## config.mk

```make
export PLATFORM = sky130hd
export DESIGN_NAME = fpu_operand_loader
export DESIGN_NICKNAME = d
export VERILOG_FILES = /design/src/rtl/fpu_pkg.sv /design/src/rtl/ieee_to_fpu_fmt.sv /design/src/rtl/fpu_operand_loader.sv
export SDC_FILE = /design/constraint.sdc
export NUM_CORES = 1
export LEC_CHECK = 0
export BUFFER_PORTS_ARGS = -buffer_cell sky130_fd_sc_hd__buf_4
export CAP_MARGIN = 0
export CORE_UTILIZATION = 55
export DETAILED_ROUTE_END_ITERATION = 7
export PLACE_DENSITY_LB_ADDON = 0.2
export SYNTH_ARGS = -nofsm -noshare
export SYNTH_HDL_FRONTEND = slang
export SYNTH_SLANG_ARGS = --single-unit
```

## constraint.sdc

```tcl
create_clock -name clock100KHz -period 7.5 [get_ports clock100KHz]
set_input_delay 1.125 -clock clock100KHz [delete_from_list [all_inputs] [get_ports clock100KHz]]
set_output_delay 1.125 -clock clock100KHz [all_outputs]
set_load 0.02 [all_outputs]
```

## src/rtl/fpu_pkg.sv

```systemverilog
// fpu_pkg: shared definitions for the FPU operand loader.
//   - field widths of the FPU internal word (sign / exponent / mantissa)
//   - exponent biases and the legal FPU exponent range
//   - one-hot conversion status codes and the status merge helper
//   - loader state encoding
package fpu_pkg;

  localparam int SIGN_W = 1;
  localparam int EXP_W  = 6;
  localparam int MANT_W = 25;

  localparam int IEEE_BIAS = 127;
  localparam int FPU_BIAS  = 31;
  localparam int REBIAS    = IEEE_BIAS - FPU_BIAS;  // 96
  localparam int EXP_MIN   = 1;
  localparam int EXP_MAX   = 62;                    // 63 is reserved for overflow in the FPU

  // IEEE biased exponents that map onto EXP_MIN..EXP_MAX
  localparam logic [7:0] IEEE_EXP_LO = 8'(REBIAS + EXP_MIN);  // 97
  localparam logic [7:0] IEEE_EXP_HI = 8'(REBIAS + EXP_MAX);  // 158

  localparam logic [3:0] ST_NONE      = 4'b0000;
  localparam logic [3:0] ST_EXACT     = 4'b0001;
  localparam logic [3:0] ST_OVERFLOW  = 4'b0100;
  localparam logic [3:0] ST_UNDERFLOW = 4'b1000;

  typedef enum logic [1:0] {
    COLLECT = 2'd0,
    CONVERT = 2'd1,
    HOLD    = 2'd2
  } loader_state_e;

  // Merge the per-operand statuses: overflow beats underflow beats exact.
  function automatic logic [3:0] combine_status(input logic [3:0] st_a, input logic [3:0] st_b);
    logic [3:0] res;
    if ((st_a == ST_OVERFLOW) || (st_b == ST_OVERFLOW)) begin
      res = ST_OVERFLOW;
    end else if ((st_a == ST_UNDERFLOW) || (st_b == ST_UNDERFLOW)) begin
      res = ST_UNDERFLOW;
    end else begin
      res = ST_EXACT;
    end
    return res;
  endfunction

endpackage

```

## src/rtl/ieee_to_fpu_fmt.sv

```systemverilog
// ieee_to_fpu_fmt: combinational IEEE-754 single -> FPU internal word converter.
//   ieee   in  32  IEEE-754 single-precision value
//   word   out 32  {sign, exp6 (bias 31), mant25 (implicit 1, m23 left-aligned)}
//   status out 4   one-hot ST_EXACT / ST_OVERFLOW / ST_UNDERFLOW
// Out-of-range exponents saturate (overflow) or flush to signed zero (underflow).
module ieee_to_fpu_fmt
  import fpu_pkg::*;
(
  input  logic [31:0] ieee,
  output logic [31:0] word,
  output logic [3:0]  status
);

  logic        sign_s;
  logic [7:0]  e8_s;
  logic [22:0] m23_s;
  logic [5:0]  exp6_s;

  assign sign_s = ieee[31];
  assign e8_s   = ieee[30:23];
  assign m23_s  = ieee[22:0];
  // Only meaningful in the normal range, where e8-96 lies in 1..62
  assign exp6_s = 6'(e8_s - 8'(REBIAS));

  // Classify the operand and build the rebiased word
  always_comb begin
    word   = 32'd0;
    status = ST_EXACT;
    if ((e8_s == 8'd0) && (m23_s == 23'd0)) begin
      word   = {sign_s, 31'd0};
      status = ST_EXACT;
    end else if (e8_s < IEEE_EXP_LO) begin
      // includes denormals
      word   = {sign_s, 31'd0};
      status = ST_UNDERFLOW;
    end else if (e8_s > IEEE_EXP_HI) begin
      // includes Inf/NaN
      word   = {sign_s, 6'(EXP_MAX), 25'h1FF_FFFF};
      status = ST_OVERFLOW;
    end else begin
      word   = {sign_s, exp6_s, m23_s, 2'b00};
      status = ST_EXACT;
    end
  end

endmodule

```

## src/rtl/fpu_operand_loader.sv

```systemverilog
// fpu_operand_loader: byte-stream input stage for the FPU adder.
//   clock100KHz in  1   system clock, rising edge
//   reset       in  1   asynchronous, active-high
//   in_byte     in  8   operand bytes, MSB first, operand A then B
//   in_valid    in  1   in_byte valid
//   in_ready    out 1   byte accepted this cycle when in_valid is high
//   op_A_out    out 32  converted operand A
//   op_B_out    out 32  converted operand B
//   op_valid    out 1   operands fresh and held stable (HOLD_CYCLES cycles)
//   conv_status out 4   merged one-hot conversion status
//   busy        out 1   high while converting or holding
// Operands are held for a fixed window so the FPU's variable-length
// iteration always sees constant inputs; bytes offered meanwhile are dropped.
module fpu_operand_loader
  import fpu_pkg::*;
#(
  parameter int HOLD_CYCLES  = 32,
  parameter int BYTES_PER_OP = 4
) (
  input  logic        clock100KHz,
  input  logic        reset,
  input  logic [7:0]  in_byte,
  input  logic        in_valid,
  output logic        in_ready,
  output logic [31:0] op_A_out,
  output logic [31:0] op_B_out,
  output logic        op_valid,
  output logic [3:0]  conv_status,
  output logic        busy
);

  localparam int CNT_W     = $clog2(HOLD_CYCLES + 1);
  localparam int BCNT_W    = $clog2(2 * BYTES_PER_OP);
  localparam int LAST_BYTE = 2 * BYTES_PER_OP - 1;

  loader_state_e     state_r;
  logic [BCNT_W-1:0] byte_cnt_r;
  logic [31:0]       shift_a_r;
  logic [31:0]       shift_b_r;
  logic [CNT_W-1:0]  hold_cnt_r;

  logic [31:0] conv_a_s;
  logic [31:0] conv_b_s;
  logic [3:0]  st_a_s;
  logic [3:0]  st_b_s;
  logic        take_s;

  assign take_s = in_valid && in_ready;

  ieee_to_fpu_fmt u_conv_a (
    .ieee   (shift_a_r),
    .word   (conv_a_s),
    .status (st_a_s)
  );

  ieee_to_fpu_fmt u_conv_b (
    .ieee   (shift_b_r),
    .word   (conv_b_s),
    .status (st_b_s)
  );

  // Loader FSM: collect bytes, register converted pair, hold it stable
  always_ff @(posedge clock100KHz or posedge reset) begin
    if (reset) begin
      state_r     <= COLLECT;
      byte_cnt_r  <= '0;
      shift_a_r   <= 32'd0;
      shift_b_r   <= 32'd0;
      hold_cnt_r  <= '0;
      op_A_out    <= 32'd0;
      op_B_out    <= 32'd0;
      op_valid    <= 1'b0;
      conv_status <= ST_NONE;
      busy        <= 1'b0;
      in_ready    <= 1'b0;
    end else begin
      case (state_r)
        COLLECT: begin
          in_ready <= 1'b1;
          if (take_s) begin
            if (byte_cnt_r < BCNT_W'(BYTES_PER_OP)) begin
              shift_a_r <= {shift_a_r[23:0], in_byte};
            end else begin
              shift_b_r <= {shift_b_r[23:0], in_byte};
            end
            if (byte_cnt_r == BCNT_W'(LAST_BYTE)) begin
              byte_cnt_r <= '0;
              state_r    <= CONVERT;
              in_ready   <= 1'b0;
              busy       <= 1'b1;
            end else begin
              byte_cnt_r <= byte_cnt_r + BCNT_W'(1);
            end
          end
        end
        CONVERT: begin
          op_A_out    <= conv_a_s;
          op_B_out    <= conv_b_s;
          conv_status <= combine_status(st_a_s, st_b_s);
          op_valid    <= 1'b1;
          hold_cnt_r  <= CNT_W'(HOLD_CYCLES - 1);
          state_r     <= HOLD;
          in_ready    <= 1'b0;
          busy        <= 1'b1;
        end
        HOLD: begin
          in_ready <= 1'b0;
          if (hold_cnt_r == '0) begin
            state_r  <= COLLECT;
            op_valid <= 1'b0;
            busy     <= 1'b0;
            in_ready <= 1'b1;
          end else begin
            hold_cnt_r <= hold_cnt_r - CNT_W'(1);
          end
        end
        default: begin
          state_r    <= COLLECT;
          byte_cnt_r <= '0;
          op_valid   <= 1'b0;
          busy       <= 1'b0;
          in_ready   <= 1'b0;
        end
      endcase
    end
  end

endmodule

```

==> metrics.csv <==
metric;value;unit
ir_drop;245;uV
critPathMaxFanout;66;
fp.coreArea;10900;um2
clk_pin_slew;60;ps
syn-cell-area;6170;um2
placedCellCount;686;
synth_top_area_share;58.0;%
antenna_found_initial;0;
dieArea;11600;um2
fp.dieH;108;um
drtPass1Iterations;4;
grt_setup_unrepaired;no;
port_buffers;80;
hp-class;register to register;
synth_edf_count;0;
final_cell_count_no_fill;718;
cts_hold_buf;0;
maxClockFrequency;414;MHz
drive_gt1_share;35.1;%
timing.setup.tns;0;ps
syn_nets;514;
worst_ep_arrival_time;2840;ps
initial_core_util;56.6;%
p_leak;3.50;nW
cp.required;7920;ps
cts_setup_buffers;0;
period_share;32.2;%
cp-start-kind;register;
pre_cts_slack;4780;ps
clockBufferDepth;2;
setup_ws;5090;ps
die_width;108;um
grt_pass1_wl;21300;um
yosysWarnings;0;
slew-limit-headroom;17.9;%
viasPerCell;5.69;
slew_viol_final;0;
status;completed;
num_io_pins;82;
endpoint_kind;register;
clockRootBuffer;clkbuf_8;
rows;38;
ant_nets;0;
hpwlAfterDp;8120;um
min_period;2410;ps
wire_per_inst;17.8;um
layout_commonest_cell;dfrtp_1;
antenna_cells;0;
setup_violations;0;
avgSynthCellArea;12.4;um2
cts_made_buffers;17;
drt_iter0_markers;224;
power.density;395;nW/um2
syn_to_final_growth;19.5;%
drcViolationCount;0;
ys.flop_type;dfrtp_1;
synth_cell_types;49;
async_flop_share;100;%
synth_area_leaders;dfrtp_1, mux2_2, o2bb2ai_1;
ys_ff_latch;143;
gp_congestion;0.769;
drt_wl_total;12800;um
cts_tree;yes;
nets;583;
path_class;register to register;
final_cell_mix;dfrtp_1, buf_4, mux2_2;
drv_cap;0;
clock_latency;530;ps
cts.sinks;143;
grt_max_degree;85;
synth_top_cell_by_area;dfrtp_1;
cts-resized-gates;0;
h-tree-depth;4;
vias;4089;
grt_overflow;0;
grt_pass1_vias;4123;
fin_skew;5.52;ps
gr-usage-all-layers;24.3;%
syn_inst;496;
synth.yosys.seq_area_share;58.0;%
hold_viol;0;
worst_slew_pin_slew;1230;ps
worst max-delay path, cell delays in order, from the launching register on:
cell      delay (ps)
dfrtp_1          390
inv_1            110
ha_2             190
buf_4            510
nor4b_1          310
nand3_1          120
nor4_2           230
a211oi_1         100
nor4_1           340
layout make-up:
cell class                      instances  area (um2)
Sequential cell                       143        3580
Fill cell                             815        3520
Multi-Input combinational cell        285        2280
Timing Repair Buffer                   84         631
Clock buffer                           20         435
Tap cell                              140         175
Clock inverter                         12         138
Inverter                               34         133
path summary, 6_finish.rpt:
check | slack (ps) | depth (start not counted) | to | startpoint
worst min-delay path | 480 | 1 | op_A_out[26] | op_A_out[26]
max in group asynchronous | 5400 | 3 | shift_b_r[23] | reset
worst max register to register | 5090 | 8 | conv_status[0] | state_r[1]
worst max-delay path | 5090 | 8 | conv_status[0] | state_r[1]
worst min register to register | 480 | 1 | op_A_out[26] | op_A_out[26]
min in group asynchronous | 650 | 2 | op_B_out[24] | reset
cells in the mapped netlist (5+ instances only):
| cell | instances |
|---|---|
| buf_6 | 5 |
| ha_1 | 7 |
| nor4_1 | 12 |
| a21oi_1 | 5 |
| nor2_1 | 35 |
| o2bb2ai_1 | 23 |
| inv_1 | 33 |
| dfrtp_1 | 143 |
| nand2_1 | 9 |
| nand3_1 | 8 |
| buf_2 | 6 |
| o211ai_1 | 23 |
| a21o_1 | 6 |
| clkbuf_1 | 17 |
| o21ai_0 | 30 |
| mux2_2 | 71 |
| nor3_1 | 7 |
cells by family (layout without fill, tap and decap cells):
logic type                 count (synthesis)  in the layout  share of synthesized area, %
buffers and inverters                     68            150                          5.13
muxes                                     74             74                          13.5
and+or+nand+nor                           89             89                          7.57
other                                      1              1                        0.0608
DFF                                      143            143                          58.0
AOI/OAI and AO/OA                        114            114                          14.3
adders and majority gates                  7              7                          1.42
flip-flops by register name (all words and copies together) (netlist names):
name and flops:
shift_a_r 32, shift_b_r 32, op_A_out 31, op_B_out 31, hold_cnt_r 6, byte_cnt_r 3
conv_status 3, state_r 2, busy 1, in_ready 1, op_valid 1
per-layer routing:
metal / routed length [um] / vias to the layer above / track usage (%)
met2: 6200 / 90 / 38.0
met5: 0 / - / 0
li1: - / 1922 / -
met4: 206 / 0 / 9.20
met3: 523 / 21 / 6.05
met1: 5830 / 2056 / 32.9
through the flow:
stage / utilization (%) / hold slack [ps] / power [mW] / area, um2
2_1_floorplan: - / 444 / 1.82 / 6170
3_3_place_gp: 62.4 / 459 / 2.07 / 6790
3_5_place_dp: 62.4 / 475 / 2.11 / 6790
4_1_cts: 67.7 / 489 / 2.93 / 7370
5_1_grt: 67.7 / 500 / 3.09 / 7370
6_report: 67.7 / 482 / 2.91 / 7370
power by group:
group          switching, mW  total [mW]  internal (mW)
combinational          0.503       0.895          0.393
sequential             0.215        1.21          0.995
clock                  0.322       0.806          0.484
Note: power is estimated with default switching activity, not from simulation.
